$ cat src/rtl/dac_serial_ctrl.sv
// Switch sequencer for a two-capacitor serial charge-redistribution DAC.
// Clears C2, then per bit (LSB first) charges or dumps C1 and shares it onto C2.
module dac_serial_ctrl #(
  parameter int Bits = 6,
  parameter int Dead = 1
) (
  input  logic            Clk,
  input  logic            Reset,
  input  logic            Start,
  input  logic [Bits-1:0] Data,
  output logic            Clear,
  output logic            Charge,
  output logic            Dump,
  output logic            Share,
  output logic            Busy,
  output logic            Done,
  output logic [Bits-1:0] Code
);

  localparam int            CW       = $clog2(Bits + 1);
  localparam logic [CW-1:0] CNT_INIT = CW'(Bits);
  localparam logic [CW-1:0] CNT_LAST = CW'(1);
  localparam bit            HAS_GAP  = (Dead > 0);
  localparam logic [1:0]    GAP_LAST = (Dead > 0) ? 2'(Dead - 1) : 2'd0;

  typedef enum logic [2:0] {IDLE, CLR, SET, SHR, GAP} state_t;

  state_t          state_q, state_d;
  state_t          pend_q, pend_d;
  logic [Bits-1:0] shift_q, shift_d;
  logic [Bits-1:0] code_q, code_d;
  logic [CW-1:0]   cnt_q, cnt_d;
  logic [1:0]      gap_q, gap_d;
  logic            clear_q, clear_d;
  logic            charge_q, charge_d;
  logic            dump_q, dump_d;
  logic            share_q, share_d;
  logic            busy_q, busy_d;
  logic            done_q, done_d;

  always_comb begin
    state_d = state_q;
    pend_d  = pend_q;
    shift_d = shift_q;
    code_d  = code_q;
    cnt_d   = cnt_q;
    gap_d   = gap_q;
    done_d  = done_q;

    case (state_q)
      IDLE: begin
        if (Start) begin
          code_d  = Data;
          shift_d = Data;
          cnt_d   = CNT_INIT;
          done_d  = 1'b0;
          state_d = CLR;
        end
      end
      CLR: begin
        if (HAS_GAP) begin
          state_d = GAP;
          pend_d  = SET;
          gap_d   = 2'd0;
        end else begin
          state_d = SET;
        end
      end
      SET: begin
        if (HAS_GAP) begin
          state_d = GAP;
          pend_d  = SHR;
          gap_d   = 2'd0;
        end else begin
          state_d = SHR;
        end
      end
      SHR: begin
        shift_d = shift_q >> 1;
        cnt_d   = cnt_q - CW'(1);
        if (cnt_q == CNT_LAST) begin
          // The final share leaves the analog output settled; no trailing gap.
          state_d = IDLE;
          done_d  = 1'b1;
        end else if (HAS_GAP) begin
          state_d = GAP;
          pend_d  = SET;
          gap_d   = 2'd0;
        end else begin
          state_d = SET;
        end
      end
      GAP: begin
        if (gap_q == GAP_LAST) begin
          state_d = pend_q;
        end else begin
          gap_d = gap_q + 2'd1;
        end
      end
      default: begin
        state_d = IDLE;
      end
    endcase

    // Switch controls are a registered image of the state being entered, so
    // at most one switch can be closed in any cycle.
    clear_d  = (state_d == CLR);
    charge_d = (state_d == SET) &&  shift_d[0];
    dump_d   = (state_d == SET) && !shift_d[0];
    share_d  = (state_d == SHR);
    busy_d   = (state_d != IDLE);
  end

  always_ff @(posedge Clk) begin
    if (Reset) begin
      state_q  <= IDLE;
      pend_q   <= SET;
      shift_q  <= '0;
      code_q   <= '0;
      cnt_q    <= '0;
      gap_q    <= 2'd0;
      clear_q  <= 1'b0;
      charge_q <= 1'b0;
      dump_q   <= 1'b0;
      share_q  <= 1'b0;
      busy_q   <= 1'b0;
      done_q   <= 1'b0;
    end else begin
      state_q  <= state_d;
      pend_q   <= pend_d;
      shift_q  <= shift_d;
      code_q   <= code_d;
      cnt_q    <= cnt_d;
      gap_q    <= gap_d;
      clear_q  <= clear_d;
      charge_q <= charge_d;
      dump_q   <= dump_d;
      share_q  <= share_d;
      busy_q   <= busy_d;
      done_q   <= done_d;
    end
  end

  assign Clear  = clear_q;
  assign Charge = charge_q;
  assign Dump   = dump_q;
  assign Share  = share_q;
  assign Busy   = busy_q;
  assign Done   = done_q;
  assign Code   = code_q;

endmodule

$ cat config.mk
export PLATFORM = sky130hd
export DESIGN_NAME = dac_serial_ctrl
export DESIGN_NICKNAME = d
export VERILOG_FILES = /design/src/rtl/dac_serial_ctrl.sv
export SDC_FILE = /design/constraint.sdc
export NUM_CORES = 1
export LEC_CHECK = 0
export CAP_MARGIN = 20
export CORE_MARGIN = 2
export CORE_UTILIZATION = 32
export CTS_BUF_LIST = sky130_fd_sc_hd__clkbuf_16
export CTS_CLUSTER_DIAMETER = 120
export DETAILED_ROUTE_END_ITERATION = 10
export PLACE_DENSITY_LB_ADDON = 0.15
export REMOVE_ABC_BUFFERS = 1
export SETUP_SLACK_MARGIN = 0.5
export SLEW_MARGIN = 10
export SYNTH_ARGS = -nofsm -noshare
export SYNTH_HDL_FRONTEND = slang
export SYNTH_SLANG_ARGS = --single-unit
$ cat constraint.sdc
create_clock -name Clk -period 3.5 [get_ports Clk]
set_clock_uncertainty 0.2 [all_clocks]
set_input_delay 0.875 -clock Clk [delete_from_list [all_inputs] [get_ports Clk]]
set_output_delay 0.875 -clock Clk [all_outputs]
set_load 0.02 [all_outputs]
==> results.yml, run 1 <==
worst_setup_path:
  cpMaxStageDelayCell: "clkdlybuf4s50_1"
  reg2reg_slack_ns: 1.62
  path_cells: "clkdlybuf4s50_1 > nor4b_4 > a211oi_1 > a311oi_1"
  critPathMaxFanout: 9
  crit_path_end_kind: "register"
  startpoint_type: "input port"
  reg2regPathDepth: 3
  r2r-start: "state_q[2]$_SDFF_PP0_"
  r2r-end: "gap_q[0]$_SDFFE_PP0P_"
  max_stage_delay_ns: 0.59
  crit_required_ns: 3.46
  path_class: "input port to register"
  arrival_ns: 2.34
clock_network:
  post_cts_resized: 0
  cts_tree: "built"
  clk_pin_slew_ns: 0.06
  cts_root_buffer: "clkbuf_16"
  holdBufCountCts: 0
  numClockSinks: 27
  cts.htree.levels: 1
  cts_buffers: 3
  clock_latency_ns: 0.26
  post-cts-setup-buffers: 0
  cts_buffer_depth: 2
routing:
  wl_um: 2370
  firstDrtPassIters: 4
  post-route-drc-count: 0
  drt-wirelength-per-cell_um: 12.1
  first_iter_violations: 52
  vias: 960
  via_per_inst: 4.90
  postRouteAntennaNets: 0
pwr:
  combPwrFrac_pct: 12.4
  p_sw_uw: 161
  ir_drop_mv: 0.156
  seqPwrFrac_pct: 50.2
  swShare_pct: 23.6
  p_int_uw: 521
  power_leakage_nw: 0.548
  power_density_nw_per_um2: 458
  power_frac_clock_pct: 37.4
floorplanning:
  fp.dieW_um: 65.3
  core_area_sq_um: 3630
  row_count: 22
  die_h_um: 65.3
  initial_core_util_pct: 33.1
  dieArea_sq_um: 4260
  ios: 21
timing:
  fmax_mhz: 419
  finalSetupTns_ns: 0
  post-route-period-util_pct: 68.1
  setup_viol: 0
  tightest_slew_ns: 0.673
  min_period_ns: 2.38
  rsz0062_at_grt: "false"
  hold_violations: 0
  relSlewSlack_pct: 55.1
  maxSlewViolCount: 0
grt:
  grt_pass1_wl_um: 4310
  grt_usage_pct: 12.9
  grt_pass1_vias: 938
  grt_max_degree: 20
  antenna_found_initial: 0
  gr-total-overflow: 0
layout:
  drive_gt1_share_pct: 9.46
  postLayoutCellArea_sq_um: 1490
  synthToLayoutAreaGrowth_pct: 23.9
  num-nets-final: 161
  diodes: 0
place:
  io_buffer_count: 20
  gp_congestion: 0.690
  postPlaceCellArea_sq_um: 1410
  dpl.hpwl_um: 1670
synthesis:
  ys_warn_count: 0
  ys_types: 38
  ys_ff_latch: 27
  syn_avg_cell_area_sq_um: 9.11
  syn_inst: 132
  yosysSeqAreaShare_pct: 45.0
  synthArstFlopShare_pct: 0
  synth_edf_count: 0
  synth_top_area_share_pct: 45.0
  synth.area.top_cells: "dfxtp_1, nand2_1, a21oi_1, nand3_1, ha_1"
  ys.flop_type: "dfxtp_1"
  syn-cell-area_sq_um: 1200
  synth.largest_area_cell: "dfxtp_1"
hold_path:
  worstHoldStart: "Code[2]$_SDFFE_PP0P_"
  min_to: "Code[2]$_SDFFE_PP0P_"
  min-delay-path-class: "register to register"
  whs_path_depth: 2
job:
  maxCapViolCount: 0
outcome:
  status: "completed"
-- layout make-up --
type / count / area (sq um)
multi-input combinational: 87 / 568
inverter: 9 / 33.8
clock inverter: 1 / 5.00
sequential: 27 / 541
clock buffer: 3 / 75.1
timing repair buffer: 21 / 208
tap: 48 / 60.1
fill: 394 / 2140
-- synthesized netlist by cell type (2+ instances only) --
library cell  count
o21ai_0           3
nand3_1           8
and3b_1           2
or4b_4            2
buf_2             3
dfxtp_1          27
inv_1             9
nor3_1            6
a21oi_1          13
ha_1              3
buf_6             3
clkbuf_1          3
a31oi_1           5
nor2_1            2
nand2_1          19
a211oi_1          2
-- routing by layer --
layer | track usage (%) | routed length, um
met5 | 0 | 0
met4 | 3.91 | 17
met3 | 2.74 | 70
met2 | 18.8 | 1010
met1 | 18.9 | 1270
-- cell families (layout without fill, tap and decap cells) --
| family | count (synthesis) | after routing | synth area share, % |
|---|---|---|---|
| simple gates | 52 | 52 | 26.8 |
| compound gates | 31 | 31 | 16.4 |
| flops | 27 | 27 | 45.0 |
| buf+inv | 18 | 34 | 7.80 |
| fa+ha+maj | 3 | 3 | 3.12 |
| mux | 1 | 1 | 0.832 |
-- how the worst max path moves through the flow --
stage / startpoint / endpoint / slack (ns) / cells after the start
finish: Start / cnt_q[2]$_SDFFE_PP0P_ / 1.12 / 4
floorplan: Start / shift_q[1]$_SDFFE_PP0P_ / 1.62 / 3
detailed placement: Start / cnt_q[2]$_SDFFE_PP0P_ / 0.83 / 4
global placement: Start / cnt_q[2]$_SDFFE_PP0P_ / 0.93 / 4
global route: Start / cnt_q[2]$_SDFFE_PP0P_ / 1.01 / 4
CTS: Start / cnt_q[2]$_SDFFE_PP0P_ / 1.10 / 4
-- registers in the layout, summed over array words and instances, names as in the netlist --
name and count:
state_q 3, cnt_q 3, pend_q 1, Busy 1
Code 6, shift_q 6, Clear 1, Done 1
Charge 1, Dump 1, gap_q 2, Share 1
-- worst max-delay path: cells and delay by family --
family	cells	cell delay (ns)
AO/OA/AOI/OAI	2	0.36
AND/OR/NAND/NOR	1	0.51
buffers and inverters	1	0.59
-- power by group through the flow --
| stage | registers (mW) | logic (mW) | clock network [mW] |
|---|---|---|---|
| 3_3_place_gp | 0.349 | 0.0849 | 0 |
| 5_1_grt | 0.345 | 0.0949 | 0.282 |
| 6_report | 0.342 | 0.0848 | 0.255 |
| 2_1_floorplan | 0.354 | 0.0405 | 0 |
| 4_1_cts | 0.342 | 0.0860 | 0.263 |
| 3_5_place_dp | 0.349 | 0.0855 | 0 |
-- stage by stage --
stage                     hold slack, ns  util (%)  power, mW  setup WS [ns]  instances
after floorplan                    0.236         -      0.394           1.62        123
after global placement             0.248      38.8      0.434          0.926        192
after detailed placement           0.250      38.8      0.435          0.835        192
after CTS                          0.264      41.0      0.691           1.10        196
after global routing               0.293      41.0      0.723           1.01        196
final                              0.261      41.0      0.682           1.12        196
-- cell usage in the layout, fill, tap and decap left out, types with 3 or more instances in the layout --
master	synthesis	routed
dfxtp_1	27	27
clkdlybuf4s50_1	0	20
nand2_1	19	19
a21oi_1	13	13
inv_1	9	9
nand3_1	8	8
nor3_1	6	6
a31oi_1	5	5
o21ai_0	3	3
ha_1	3	3
clkbuf_16	0	3
Power figures use the tool's default switching activity.
==> inputs of run 2 (changes only) <==
==> constraint.sdc (replaced) <==
create_clock -name Clk -period 2.1 [get_ports Clk]
set_clock_uncertainty 0.2 [all_clocks]
set_input_delay 0.525 -clock Clk [delete_from_list [all_inputs] [get_ports Clk]]
set_output_delay 0.525 -clock Clk [all_outputs]
set_load 0.02 [all_outputs]
==> results.yml, run 2 (same netlist as run 1, synthesis figures left out) <==
clock_network:
  cts_root_buffer: "clkbuf_16"
  cts_buffers: 3
  cts.htree.levels: 1
  clk_pin_slew_ns: 0.07
  cts_buffer_depth: 2
  clock_latency_ns: 0.26
  numClockSinks: 27
  cts_tree: "built"
routing:
  post-route-drc-count: 0
  wl_um: 2750
  via_per_inst: 4.85
  postRouteAntennaNets: 0
  first_iter_violations: 25
  firstDrtPassIters: 4
  vias: 1038
  drt-wirelength-per-cell_um: 12.8
timing:
  finalSetupTns_ns: 0
  fmax_mhz: 618
  min_period_ns: 1.62
  relSlewSlack_pct: 75.6
  tightest_slew_ns: 0.365
  setup_viol: 0
  post-route-period-util_pct: 77.1
  hold_slack_ns: 0.255
  hold_violations: 0
  rsz0062_at_grt: "true"
  maxSlewViolCount: 0
floorplanning:
  dieArea_sq_um: 4260
  row_count: 22
  initial_core_util_pct: 33.1
  core_area_sq_um: 3630
  fp.dieW_um: 65.3
  ios: 21
  die_h_um: 65.3
grt:
  gr-total-overflow: 0
  grt_max_degree: 19
  grt_pass1_vias: 1020
  grt_usage_pct: 14.1
  antenna_found_initial: 0
  grt_pass1_wl_um: 4610
layout:
  final_common_cell: "dfxtp_1"
  num-nets-final: 179
  fillers: 369
  diodes: 0
  drive_gt1_share_pct: 40.4
  final_cell_mix: "dfxtp_1, nand2_1, buf_4"
  post-route-util_pct: 46.8
  synthToLayoutAreaGrowth_pct: 41.3
worst_setup_path:
  reg2regPathDepth: 4
  critPathMaxFanout: 5
  crit_required_ns: 2.05
  arrival_ns: 1.57
  path_class: "register to register"
  crit_path_end_kind: "register"
  startpoint_type: "register"
pwr:
  power_density_nw_per_um2: 695
  ir_drop_mv: 0.254
  power_leakage_nw: 0.680
job:
  maxCapViolCount: 0
place:
  gp_congestion: 0.733
  io_buffer_count: 20
  dpl.hpwl_um: 1770
outcome:
  status: "completed"
hold_path:
  whs_path_depth: 2
  min-delay-path-class: "register to register"
[run 2: changes by cell type in the layout (fill, tap and decap cells not counted), sizes merged]
cell / before / now
clkbuf: 3 / 6
buf: 1 / 24
or4b: 2 / 3
inv: 9 / 10
clkinv: 1 / 0
clkdlybuf4s50: 20 / 7
clkdlybuf4s15: 0 / 4
[run 2: worst paths after layout]
path | to | slack, ns | from
worst min-delay path | Code[2]$_SDFFE_PP0P_ | 0.25 | Code[2]$_SDFFE_PP0P_
worst max-delay path | gap_q[1]$_SDFFE_PP0P_ | 0.48 | gap_q[0]$_SDFFE_PP0P_
worst max register to register | gap_q[1]$_SDFFE_PP0P_ | 0.48 | gap_q[0]$_SDFFE_PP0P_
worst min register to register | Code[2]$_SDFFE_PP0P_ | 0.25 | Code[2]$_SDFFE_PP0P_
[run 2: layout make-up]
cell class | count | area (sq um) | share of cell area [%]
clock buffer | 3 | 75.1 | 4.42
clock inverter | 1 | 3.75 | 0.221
inverter | 9 | 33.8 | 1.99
multi-input combinational | 88 | 659 | 38.8
sequential | 27 | 557 | 32.8
tap | 48 | 60.1 | 3.53
timing repair buffer | 38 | 310 | 18.3
[run 2: timing repair]
| item | in CTS | in global routing |
|---|---|---|
| pin swaps | 7 | 11 |
| gates cloned | 1 | 0 |
| gates resized for setup | 55 | 27 |
| setup buffers | 5 | 5 |
| hold buffers | 0 | 0 |
| setup endpoints to repair | 32 | 24 |
[run 2: critical path, cell delays in order (launching register included)]
cell	delay, ns
dfxtp_2	0.34
inv_2	0.05
ha_4	0.15
or4b_4	0.52
a41o_1	0.26
[run 2: report_power, final]
part	internal, mW	switching, mW
Sequential	0.539	0.0244
Combinational	0.0950	0.0936
Clock	0.255	0.174
Total	0.889	0.292
[run 2: stage by stage]
| stage | power, mW | instance area, sq um | worst slack [ns] | cells |
|---|---|---|---|---|
| after CTS | 1.18 | 1650 | 0.458 | 209 |
| after detailed placement | 0.739 | 1460 | -0.0992 | 199 |
| after global routing | 1.24 | 1700 | 0.424 | 214 |
| after global placement | 0.737 | 1460 | -0.0635 | 199 |
| final | 1.18 | 1700 | 0.482 | 214 |
| after floorplan | 0.657 | 1140 | 0.435 | 123 |
[run 2: per-layer routing]
layer / GRT usage, % / vias up / share of wire [%]
li1: - / 538 / -
met1: 18.1 / 482 / 50
met2: 22.8 / 14 / 46
met3: 3.25 / 4 / 3.1
met4: 5.47 / 0 / 1.5
met5: 0 / - / 0
